==> config.mk <==
export PLATFORM = sky130hd
export DESIGN_NAME = pll_reset_sequencer
export DESIGN_NICKNAME = d
export VERILOG_FILES = /design/src/rtl/pll_reset_sequencer.sv
export SDC_FILE = /design/constraint.sdc
export NUM_CORES = 1
export LEC_CHECK = 0
export ABC_AREA = 1
export BUFFER_PORTS_ARGS = -buffer_cell sky130_fd_sc_hd__buf_4
export CAP_MARGIN = 20
export CORE_ASPECT_RATIO = 1.1
export CORE_UTILIZATION = 60
export CTS_CLUSTER_DIAMETER = 200
export CTS_CLUSTER_SIZE = 10
export DETAILED_ROUTE_END_ITERATION = 12
export GPL_ROUTABILITY_DRIVEN = 0
export PLACE_DENSITY = 0.78
export REMOVE_ABC_BUFFERS = 1
export SLEW_MARGIN = 20
export SYNTH_ARGS = -nofsm -noshare
export SYNTH_HDL_FRONTEND = slang
export SYNTH_SLANG_ARGS = --single-unit
==> constraint.sdc <==
create_clock -name clock -period 2.8 [get_ports clock]
set_input_delay 0.14 -clock clock [delete_from_list [all_inputs] [get_ports clock]]
set_output_delay 0.14 -clock clock [all_outputs]
set_load 0.01 [all_outputs]
==> src/rtl/pll_reset_sequencer.sv <==
// PLL reset sequencer: kicks the PLL, waits for a stable lock, then releases staged resets in
// ascending order. Any lock loss re-asserts every reset output and the sequence starts again.
module pll_reset_sequencer #(
  parameter int unsigned SYNC_STAGES        = 2,
  parameter int unsigned PLL_RST_CYCLES     = 16,
  parameter int unsigned LOCK_STABLE_CYCLES = 256,
  parameter int unsigned LOCK_TIMEOUT       = 65536,
  parameter int unsigned N_RESETS           = 3,
  parameter int unsigned RELEASE_GAP        = 8,
  parameter int unsigned COUNT_W            = 8
) (
  input  logic                clock,
  input  logic                reset,
  input  logic                pll_lock_i,
  output logic                pll_rst_o,
  output logic [N_RESETS-1:0] rst_out_o,
  output logic                ready_o,
  output logic [COUNT_W-1:0]  lock_loss_count_o,
  output logic [COUNT_W-1:0]  timeout_count_o
);

  localparam int unsigned RelSpan = (N_RESETS - 1) * RELEASE_GAP;
  localparam int unsigned Max01   = (PLL_RST_CYCLES > LOCK_STABLE_CYCLES) ?
                                    PLL_RST_CYCLES : LOCK_STABLE_CYCLES;
  localparam int unsigned Max23   = (LOCK_TIMEOUT > RelSpan) ? LOCK_TIMEOUT : RelSpan;
  localparam int unsigned CntMax  = (Max01 > Max23) ? Max01 : Max23;
  localparam int unsigned CntW    = $clog2(CntMax + 1);

  localparam logic [CntW-1:0] PllLast    = CntW'(PLL_RST_CYCLES - 1);
  localparam logic [CntW-1:0] StableLast = CntW'(LOCK_STABLE_CYCLES - 1);
  localparam logic [CntW-1:0] TmoLast    = CntW'(LOCK_TIMEOUT - 1);
  localparam logic [CntW-1:0] RelLast    = CntW'(RelSpan);

  typedef enum logic [2:0] {
    StPllReset,
    StWaitLock,
    StStable,
    StRelease,
    StRun
  } state_e;

  state_e                 state_q, state_d;
  logic [CntW-1:0]        cnt_q, cnt_d;
  logic [SYNC_STAGES-1:0] sync_q;
  logic                   lock_s;
  logic [COUNT_W-1:0]     loss_q, loss_d;
  logic [COUNT_W-1:0]     tmo_q, tmo_d;
  logic                   pll_rst_q, pll_rst_d;
  logic [N_RESETS-1:0]    rst_out_q, rst_out_d;
  logic                   ready_q, ready_d;

  assign lock_s = sync_q[SYNC_STAGES-1];

  always_ff @(posedge clock) begin
    if (reset) begin
      sync_q <= '0;
    end else begin
      sync_q <= {sync_q[SYNC_STAGES-2:0], pll_lock_i};
    end
  end

  // cnt_q is shared: kick length, lock timeout, stable run, or cycles since release start.
  always_comb begin
    state_d = state_q;
    cnt_d   = cnt_q;
    loss_d  = loss_q;
    tmo_d   = tmo_q;
    case (state_q)
      StPllReset: begin
        if (cnt_q == PllLast) begin
          state_d = StWaitLock;
          cnt_d   = '0;
        end else begin
          cnt_d = cnt_q + CntW'(1);
        end
      end
      StWaitLock: begin
        if (lock_s) begin
          state_d = StStable;
          cnt_d   = '0;
        end else if (LOCK_TIMEOUT != 0) begin
          if (cnt_q == TmoLast) begin
            state_d = StPllReset;
            cnt_d   = '0;
            if (tmo_q != '1) tmo_d = tmo_q + COUNT_W'(1);
          end else begin
            cnt_d = cnt_q + CntW'(1);
          end
        end
      end
      StStable: begin
        if (!lock_s) begin
          state_d = StWaitLock;
          cnt_d   = '0;
        end else if (cnt_q == StableLast) begin
          state_d = StRelease;
          cnt_d   = '0;
        end else begin
          cnt_d = cnt_q + CntW'(1);
        end
      end
      StRelease: begin
        if (!lock_s) begin
          state_d = StWaitLock;
          cnt_d   = '0;
        end else if (cnt_q == RelLast) begin
          state_d = StRun;
          cnt_d   = '0;
        end else begin
          cnt_d = cnt_q + CntW'(1);
        end
      end
      StRun: begin
        if (!lock_s) begin
          state_d = StWaitLock;
          cnt_d   = '0;
          if (loss_q != '1) loss_d = loss_q + COUNT_W'(1);
        end
      end
      default: begin
        state_d = StPllReset;
        cnt_d   = '0;
      end
    endcase
  end

  // Outputs are decoded from the next state so they register in step with it.
  always_comb begin
    pll_rst_d = (state_d == StPllReset);
    ready_d   = (state_d == StRun);
    rst_out_d = '1;
    for (int unsigned i = 0; i < N_RESETS; i++) begin
      rst_out_d[i] = !((state_d == StRun) ||
                       ((state_d == StRelease) && (cnt_d >= CntW'(i * RELEASE_GAP))));
    end
  end

  always_ff @(posedge clock) begin
    if (reset) begin
      state_q   <= StPllReset;
      cnt_q     <= '0;
      loss_q    <= '0;
      tmo_q     <= '0;
      pll_rst_q <= 1'b1;
      rst_out_q <= '1;
      ready_q   <= 1'b0;
    end else begin
      state_q   <= state_d;
      cnt_q     <= cnt_d;
      loss_q    <= loss_d;
      tmo_q     <= tmo_d;
      pll_rst_q <= pll_rst_d;
      rst_out_q <= rst_out_d;
      ready_q   <= ready_d;
    end
  end

  assign pll_rst_o         = pll_rst_q;
  assign rst_out_o         = rst_out_q;
  assign ready_o           = ready_q;
  assign lock_loss_count_o = loss_q;
  assign timeout_count_o   = tmo_q;

endmodule

==> impl_metrics.yaml <==
critical_path:
  cp_top_family: "simple AND/OR/NAND/NOR gates"
  cp-start-kind: "flop"
  cp-end-kind: "flop"
  cp_slowest_stage_delay_ps: 390
  crit_fanout: 7
  crit_buf_inv: 3
  worstReg2RegEnd: "rst_out_o[2]"
  worst-r2r-setup-slack_ps: 170
  rr_worst_depth: 19
  slowest_stage: "dfxtp_2"
  path_common_cell: "nand2_1"
  crit_chain: "ha_4 > nand2_2 > nor2_4 > nand4_1 > nor3_2 > ha_2 > clkinvlp_4 > nand3_2 > nand2_2 > inv_2 > nand2_4 > nand2_1 > nand2_1 > nor2_1 > nand3_1 > nand2_1 > inv_1 > nand2_1 > nand2_1"
  crit_arrival_ps: 2830
  reg2reg_from: "cnt_q[1]"
  worstPathRequired_ps: 3000
  path_class: "flop to flop"
place:
  hpwl_um: 5400
  portBuffers: 23
final_layout:
  syn_to_final_growth_pct: 15.1
  final_util_pct: 72.9
  final_cell_mix: "81 x nand2_1, 77 x nor2_1, 65 x inv_1"
  diodes: 0
  nNetsFinal: 478
  post_route_cells_drive_above_1_share_pct: 16.4
  layout_commonest_cell: "nand2_1"
grt:
  top_usage_layer: "met2"
  antenna_found_initial: 0
  grt_util_all_layers_pct: 31.8
  grt_pass1_wl_um: 11600
  met3_usage_pct: 5.00
  grt_overflow: 0
  met2_usage_pct: 54.3
  grt_pass1_vias: 2543
  grt_max_degree: 25
  grtUsageMet1_pct: 38.2
logic_synthesis:
  async_flop_share_pct: 0
  syn-mean-instance-area_um2: 6.28
  synth_cells: 438
  synth_ff_type: "dfxtp_1"
  synth_edf_count: 0
  synth_cell_types: 33
  yosysSeqAreaShare_pct: 31.3
  synth.cell_area_um2: 2750
  ys_ff_latch: 43
  synth-warning-count: 0
sta:
  setup-violations-final: 0
  fin_skew_ps: 10.0
  fmax_mhz: 380
  fin_crit_sh_pct: 93.9
  drv_slew: 0
  slew_headroom_pct: 64.4
  min_period_ps: 2630
  tightest_slew_ps: 533
  hold_viol: 0
min_path:
  hp-start: "pll_lock_i"
  holdPathEnd: "sync_q[0]"
  worstHoldPathCells: 3
  min_path_type: "primary input to flop"
route:
  drt-total-wl_um: 7390
  first_pass_iters: 6
  drt.antenna.violating_nets: 0
  via_per_inst: 5.59
  drc_errors: 0
  vias: 2927
  avgRoutedWirePerCell_um: 14.1
  first_iter_violations: 228
clocking:
  cts_buffers: 5
  clock_latency_ps: 310
  ctsHoldBuffers: 0
  clkSinkCount: 43
  h-tree-depth: 2
  clk_path_buf_depth: 2
  cts_root_buffer: "clkbuf_8"
  clkTransAtPathRegs_ps: 90
  cts_tree: "built"
power:
  swShare_pct: 24.6
  p_leak_nw: 1.47
  p_int_mw: 0.833
  power_switching_mw: 0.271
  p_seq_share_pct: 56.4
  vdd_drop_max_v: 0.000380
  p_clk_share_pct: 39.0
  combPwrFrac_pct: 4.5
  power_density_nw_per_um2: 349
  total_power_mw: 1.10
floorplan:
  initial_core_util_pct: 63.3
  die_height_um: 73.0
  row_count: 25
  core_um2: 4350
  io_pins: 24
  die_w_um: 66.6
  die_area_um2: 4860
flow_run:
  maxCapViolations: 0
status:
  status: "completed"
-- state kept, by name, summed over array words and instances, names as in the netlist --
name               flops
cnt_q                 17
lock_loss_count_o      8
timeout_count_o        8
rst_out_o              3
state_q                3
sync_q                 2
pll_rst_o              1
ready_o                1
-- layout make-up --
| cell class | instances | area, um2 |
|---|---|---|
| clock buffers | 6 | 82.6 |
| clock inverters | 2 | 16.3 |
| fillers | 401 | 1180 |
| inverters | 69 | 264 |
| multi-input cells | 318 | 1630 |
| flip-flops and latches | 43 | 863 |
| well taps | 54 | 67.6 |
| repair buffers | 32 | 240 |
-- Yosys cell counts, types with 5 or more instances --
cell type	n	share of area, %
xor2_1	8	2.5
nand2_1	83	11
nor3_1	9	1.6
dfxtp_1	43	31
nand2_2	7	1.6
clkbuf_1	5	0.68
nand3_1	37	6.7
nor2_1	79	11
o21ai_0	23	4.2
a21oi_1	22	4.0
ha_1	6	2.7
inv_1	67	9.1
nand4_1	15	3.4
-- power by group through the flow --
stage	registers (mW)	clock network (mW)	logic, mW
2_1_floorplan	0.637	0	0.0259
4_1_cts	0.620	0.443	0.0479
3_3_place_gp	0.635	0	0.0477
6_report	0.623	0.431	0.0502
3_5_place_dp	0.635	0	0.0477
5_1_grt	0.624	0.461	0.0556
-- logic make-up after synthesis --
logic type               synth area share, %
AO/OA/AOI/OAI                           10.5
XOR/XNOR                                2.55
adder cells (fa/ha/maj)                 2.73
buffers and inverters                   10.8
flip-flops                              31.3
AND/OR/NAND/NOR                         42.2
-- per-layer routing --
layer  vias to the layer above  share of wire [%]
li1                       1461                  -
met3                        29                6.2
met5                         -                  0
met1                      1316                 42
met4                         0                4.0
met2                       121                 48
-- repair_timing --
action | 4_1_cts | 5_1_grt
setup endpoints to repair | 0 | 6
gates resized for setup | 0 | 14
setup buffers | 0 | 3
-- worst max-delay path by stage --
| stage | slack (ps) | start | endpoint | depth (start not counted) |
|---|---|---|---|---|
| 3_3_place_gp | 230 | cnt_q[0] | rst_out_o[2] | 19 |
| 5_1_grt | -20 | cnt_q[0] | rst_out_o[2] | 19 |
| 2_1_floorplan | 340 | cnt_q[0] | timeout_count_o[7] | 13 |
| 6_report | 170 | cnt_q[1] | rst_out_o[2] | 19 |
| 3_5_place_dp | 90 | cnt_q[0] | timeout_count_o[7] | 13 |
| 4_1_cts | 50 | cnt_q[0] | timeout_count_o[7] | 13 |
-- worst min-delay path, stage by stage --
cell and delay (ps):
buf_4 70, inv_1 30, nor2_1 60
-- through the flow --
step                TNS (ps)  hold WS (ps)  instances  setup slack [ps]  cell area (um2)
floorplan                  0           209        430               342             2720
global placement           0           339        513               232             3000
detailed placement         0           356        513              87.2             3000
CTS                        0          36.1        521              51.9             3100
global route           -27.5          39.2        524             -18.9             3170
finish                     0          40.4        524               170             3170
Power figures use the tool's default switching activity.
